--- src/rtl/sweeper_pkg.sv ---
// Shared types and constants for the truth-table sweeper and its settle timer.
package sweeper_pkg;

  typedef enum logic [1:0] {
    IDLE  = 2'd0,
    DRIVE = 2'd1,
    DONE  = 2'd2
  } state_t;

  localparam int DEFAULT_N_IN   = 2;
  localparam int DEFAULT_SETTLE = 1;

  function automatic int table_width(input int n);
    return 1 << n;
  endfunction

endpackage

--- src/rtl/truth_table_sweeper_settle_timer.sv ---
// Counts the cycles a vector has been held; tick marks the SETTLE-th cycle after clear.
module settle_timer
  import sweeper_pkg::*;
#(
  parameter int SETTLE = DEFAULT_SETTLE
) (
  input  logic clk,
  input  logic reset,
  input  logic clear,
  output logic tick
);

  localparam int CW = $clog2(SETTLE + 1);
  localparam logic [CW-1:0] LAST = CW'(SETTLE - 1);

  logic [CW-1:0] count_q;
  logic [CW-1:0] count_d;

  // The counter restarts on its own after each tick so consecutive vectors get equal hold times.
  always_comb begin
    tick    = !clear && (count_q == LAST);
    count_d = count_q + 1'b1;
    if (clear || tick) begin
      count_d = '0;
    end
  end

  always_ff @(posedge clk or posedge reset) begin
    if (reset) begin
      count_q <= '0;
    end else begin
      count_q <= count_d;
    end
  end

endmodule

--- src/rtl/truth_table_sweeper.sv ---
// Drives every input combination in ascending order, captures the function output after
// a settle time, and compares the captured truth table against a latched expected mask.
module truth_table_sweeper
  import sweeper_pkg::*;
#(
  parameter int N_IN   = DEFAULT_N_IN,
  parameter int SETTLE = DEFAULT_SETTLE
) (
  input  logic                          clk,
  input  logic                          reset,
  input  logic                          start,
  input  logic [table_width(N_IN)-1:0]  expected,
  output logic [N_IN-1:0]               vec,
  input  logic                          s_in,
  output logic                          busy,
  output logic                          done,
  output logic [table_width(N_IN)-1:0]  table_out,
  output logic                          match
);

  localparam int W = table_width(N_IN);
  localparam logic [N_IN-1:0] LAST_IDX = '1;

  state_t          state_q, state_d;
  logic [N_IN-1:0] index_q, index_d;
  logic [W-1:0]    table_q, table_d;
  logic [W-1:0]    exp_q,   exp_d;
  logic            match_q, match_d;
  logic            tick;

  settle_timer #(
    .SETTLE(SETTLE)
  ) u_settle_timer (
    .clk   (clk),
    .reset (reset),
    .clear (state_q != DRIVE),
    .tick  (tick)
  );

  always_ff @(posedge clk or posedge reset) begin
    if (reset) begin
      state_q <= IDLE;
      index_q <= '0;
      table_q <= '0;
      exp_q   <= '0;
      match_q <= 1'b0;
    end else begin
      state_q <= state_d;
      index_q <= index_d;
      table_q <= table_d;
      exp_q   <= exp_d;
      match_q <= match_d;
    end
  end

  always_comb begin
    state_d = state_q;
    case (state_q)
      IDLE:    if (start) state_d = DRIVE;
      DRIVE:   if (tick && (index_q == LAST_IDX)) state_d = DONE;
      DONE:    state_d = IDLE;
      default: state_d = IDLE;
    endcase
  end

  // match is resolved on the final sample edge so it is already valid while done is high.
  always_comb begin
    index_d = index_q;
    table_d = table_q;
    exp_d   = exp_q;
    match_d = match_q;
    if ((state_q == IDLE) && start) begin
      index_d = '0;
      table_d = '0;
      exp_d   = expected;
      match_d = 1'b0;
    end else if ((state_q == DRIVE) && tick) begin
      table_d[index_q] = s_in;
      if (index_q == LAST_IDX) begin
        match_d = (table_d == exp_q);
      end else begin
        index_d = index_q + 1'b1;
      end
    end
  end

  always_comb begin
    busy      = (state_q == DRIVE);
    done      = (state_q == DONE);
    vec       = (state_q == DRIVE) ? index_q : '0;
    table_out = table_q;
    match     = match_q;
  end

endmodule

--- config.mk ---
export PLATFORM = sky130hd
export DESIGN_NAME = truth_table_sweeper
export DESIGN_NICKNAME = d
export VERILOG_FILES = /design/src/rtl/sweeper_pkg.sv /design/src/rtl/truth_table_sweeper_settle_timer.sv /design/src/rtl/truth_table_sweeper.sv
export SDC_FILE = /design/constraint.sdc
export NUM_CORES = 1
export LEC_CHECK = 0
export ABC_AREA = 0
export BUFFER_PORTS_ARGS = -buffer_cell sky130_fd_sc_hd__buf_4
export CAP_MARGIN = 15
export CELL_PAD_IN_SITES_DETAIL_PLACEMENT = 1
export CELL_PAD_IN_SITES_GLOBAL_PLACEMENT = 1
export CORE_MARGIN = 2
export CORE_UTILIZATION = 40
export CTS_BUF_LIST = sky130_fd_sc_hd__clkbuf_4 sky130_fd_sc_hd__clkbuf_8 sky130_fd_sc_hd__clkbuf_16
export DETAILED_ROUTE_END_ITERATION = 8
export PLACE_DENSITY = 0.76
export SLEW_MARGIN = 20
export SYNTH_ARGS = -nofsm -noshare
export SYNTH_HDL_FRONTEND = slang
export SYNTH_SLANG_ARGS = --single-unit
--- constraint.sdc ---
create_clock -name clk -period 1.5 [get_ports clk]
set_input_delay 0.15 -clock clk [delete_from_list [all_inputs] [get_ports clk]]
set_output_delay 0.15 -clock clk [all_outputs]
set_load 0.01 [all_outputs]
==> run_results.csv <==
group,metric,value,unit
drt,drtPass1Iterations,4,
synthesis,synth-seq-cells,14,
critical_path,cp.arrival,1.35,ns
run_status,outcome,"complete, but fails checks",
run_status,violations,"negative setup slack",
layout,most-common-layout-cells,"buf_4, dfrtp_1, nor2_1",
clocking,cts_buffer_depth,2,
drt,wirelength,1920,um
layout,fin_nets,107,
drt,via_per_inst,5.11,
grt,gr-total-overflow,0,
floorplan,num_rows,15,
grt,antenna_found_initial,0,
placement,port_buffers,16,
sta,setup_viol,1,
placement,gp_congestion,0.755,
clocking,path_clk_slew,0.09,ns
sta,worstMarginPinSlew,0.551,ns
critical_path,crit_required,1.35,ns
layout,area_delta_synth_final,41.9,%
synthesis,syn_area,782,um^2
sta,min_period,1.50,ns
floorplan,die_x,48.2,um
placement,placed_cell_area,962,um^2
layout,instances_no_fill,119,
power,finalPower,2250,uW
drt,wl_per_cell,16.2,um
synthesis,synth_top_area_frac,0.448,
synthesis,synth-seq-area-share,0.448,
critical_path,critPathLaunchType,"flip-flop",
sta,rsz0062_at_grt,"true",
drt,highest_layer,"met4",
synthesis,synth_area_leader_cell,"dfrtp_1",
floorplan,initial_core_util,0.439,
power,vdd_ir_drop_max,1.09,mV
run,max_cap_viol_count,0,
layout,drive_gt1_frac,0.521,
sta,fin_skew,0.000962,ns
synthesis,synth_area_leaders,"dfrtp_1, ha_1, mux2i_1",
clocking,cts-root-buf,"clkbuf_4",
critical_path,critPathMaxFanout,8,
sta,maxSlewHeadroom,0.633,
clocking,htreeDepth,1,
drt,wl_met2,940,um
drt,routed-wl-met3,91,um
drt,vias,608,
drt,drtIter0Drc,14,
sta,final_hold_viol_count,0,
layout,nFillCells,199,
hold_path,hold_class,"in2reg",
synthesis,synth.distinct_cells,26,
floorplan,die-area,0.00232,mm^2
critical_path,end_kind,"output port",
grt,grt_usage,0.172,
power,p_leak,0.000505,uW
floorplan,coreArea,0.00178,mm^2
sta,drv_slew,0,
clocking,numCtsBuffers,3,
clocking,cts_tree,"yes",
layout,fin_area,0.00111,mm^2
synthesis,avgSynthCellArea,11.8,um^2
placement,hpwl,1290,um
sta,fin_crit_sh,1.00,
grt,grt_pass1_wl,2650,um
layout,final_common_cell,"buf_4",
floorplan,io_pins,17,
floorplan,die_h,48.2,um
layout,diodes,0,
synthesis,ys_warn_count,0,
drt,drt-met1-wl,831,um
power,power_density,2030,mW/mm^2
grt,grt_max_degree,15,
layout,fin_util,0.622,
clocking,worstSkewPairLatency,0.28,ns
synthesis,syn_inst,66,
drt,ant_nets,0,
grt,first_global_vias,584,
critical_path,worstSetupPathType,"reg2out",
placement,dp.cells,111,
drt,drc_errors,0,
synthesis,synth_nets,78,
clocking,cts_sinks,14,
sta,fmax,0.666,GHz
sta,timing.final.ws_setup,-0.00235,ns
power by group:
| group | total (uW) | internal (uW) | switching (uW) |
|---|---|---|---|
| Sequential | 721 | 536 | 185 |
| Clock | 280 | 148 | 132 |
| Combinational | 1250 | 699 | 552 |
| Total | 2250 | 1380 | 869 |
per-stage QoR:
stage,hold WS (ns),worst slack (ns),TNS (ns)
5_1_grt,0.0829,-0.0848,-0.251
2_1_floorplan,0.0392,0.118,0
6_report,0.0883,-0.00235,-0.00235
3_5_place_dp,0.234,-0.0707,-0.0707
4_1_cts,0.0824,-0.0458,-0.0458
3_3_place_gp,0.231,0.0209,0
state kept, by name, indices dropped and copies added, names as in the netlist:
| register | count |
|---|---|
| exp_q | 4 |
| table_out | 4 |
| u_settle_timer.count_q | 1 |
| index_q | 2 |
| state_q | 2 |
| match | 1 |
critical path: stages (launching register included):
cell and delay [ns]:
dfrtp_1 0.49, nand2b_4 0.14, buf_4 0.18, nor2_1 0.12
buf_4 0.14
Yosys cell counts (all sizes together):
cell type	n
xor2	4
nor3b	1
nand4	1
and2b	1
nor2	7
nor3	1
mux2i	5
o22ai	1
o31ai	4
nand2b	3
inv	4
a21o	1
conb	1
mux2	4
a22oi	1
o21ai	1
buf	2
dfrtp	14
xnor2	1
ha	4
a22o	4
nand2	1
metal layers:
| layer | vias up | global-route usage |
|---|---|---|
| li1 | 288 | - |
| met1 | 293 | 0.218 |
| met2 | 21 | 0.263 |
| met3 | 6 | 0.0370 |
| met4 | 0 | 0.108 |
| met5 | - | 0 |
path summary, 6_finish.rpt:
kind / from / to / slack, ns / depth (start not counted)
setup reg to reg: index_q[0] / match / 0.01 / 6
setup / recovery: state_q[0] / vec[1] / -0.002 / 4
min in group asynchronous: reset / state_q[0] / 0.46 / 3
hold / removal: expected[3] / exp_q[3] / 0.09 / 2
max in group asynchronous: reset / index_q[1] / 0.64 / 3
hold reg to reg: exp_q[3] / exp_q[3] / 0.54 / 1
layout make-up:
| class | count | area [um^2] | share of cell area |
|---|---|---|---|
| Timing Repair Buffer | 26 | 198 | 0.178 |
| Clock buffer | 4 | 36.3 | 0.0327 |
| Tap cell | 25 | 31.3 | 0.0282 |
| Sequential cell | 14 | 353 | 0.318 |
| Inverter | 4 | 20.0 | 0.0180 |
| Multi-Input combinational cell | 46 | 472 | 0.425 |
cell families (layout without fill, tap and decap cells):
logic type	after synthesis	count (layout)	share of synthesized area
adders and majority gates	4	4	0.0640
xor gates and xnor gates	5	5	0.0560
muxes	9	9	0.122
buffers and inverters	6	34	0.0400
and+or+nand+nor	15	15	0.141
other	1	1	0.00480
AOI/OAI and AO/OA	12	12	0.125
DFF	14	14	0.448
timing repair:
| action | CTS | global route |
|---|---|---|
| pin swaps | 0 | 2 |
| gates cloned | 0 | 0 |
| gates resized for setup | 5 | 13 |
| setup buffers | 0 | 3 |
| endpoints found under the setup margin | 3 | 3 |
| hold buffers | 1 | 0 |
| endpoints found under the hold margin | 14 | 0 |
No activity file was read; power rests on OpenSTA's default activity.
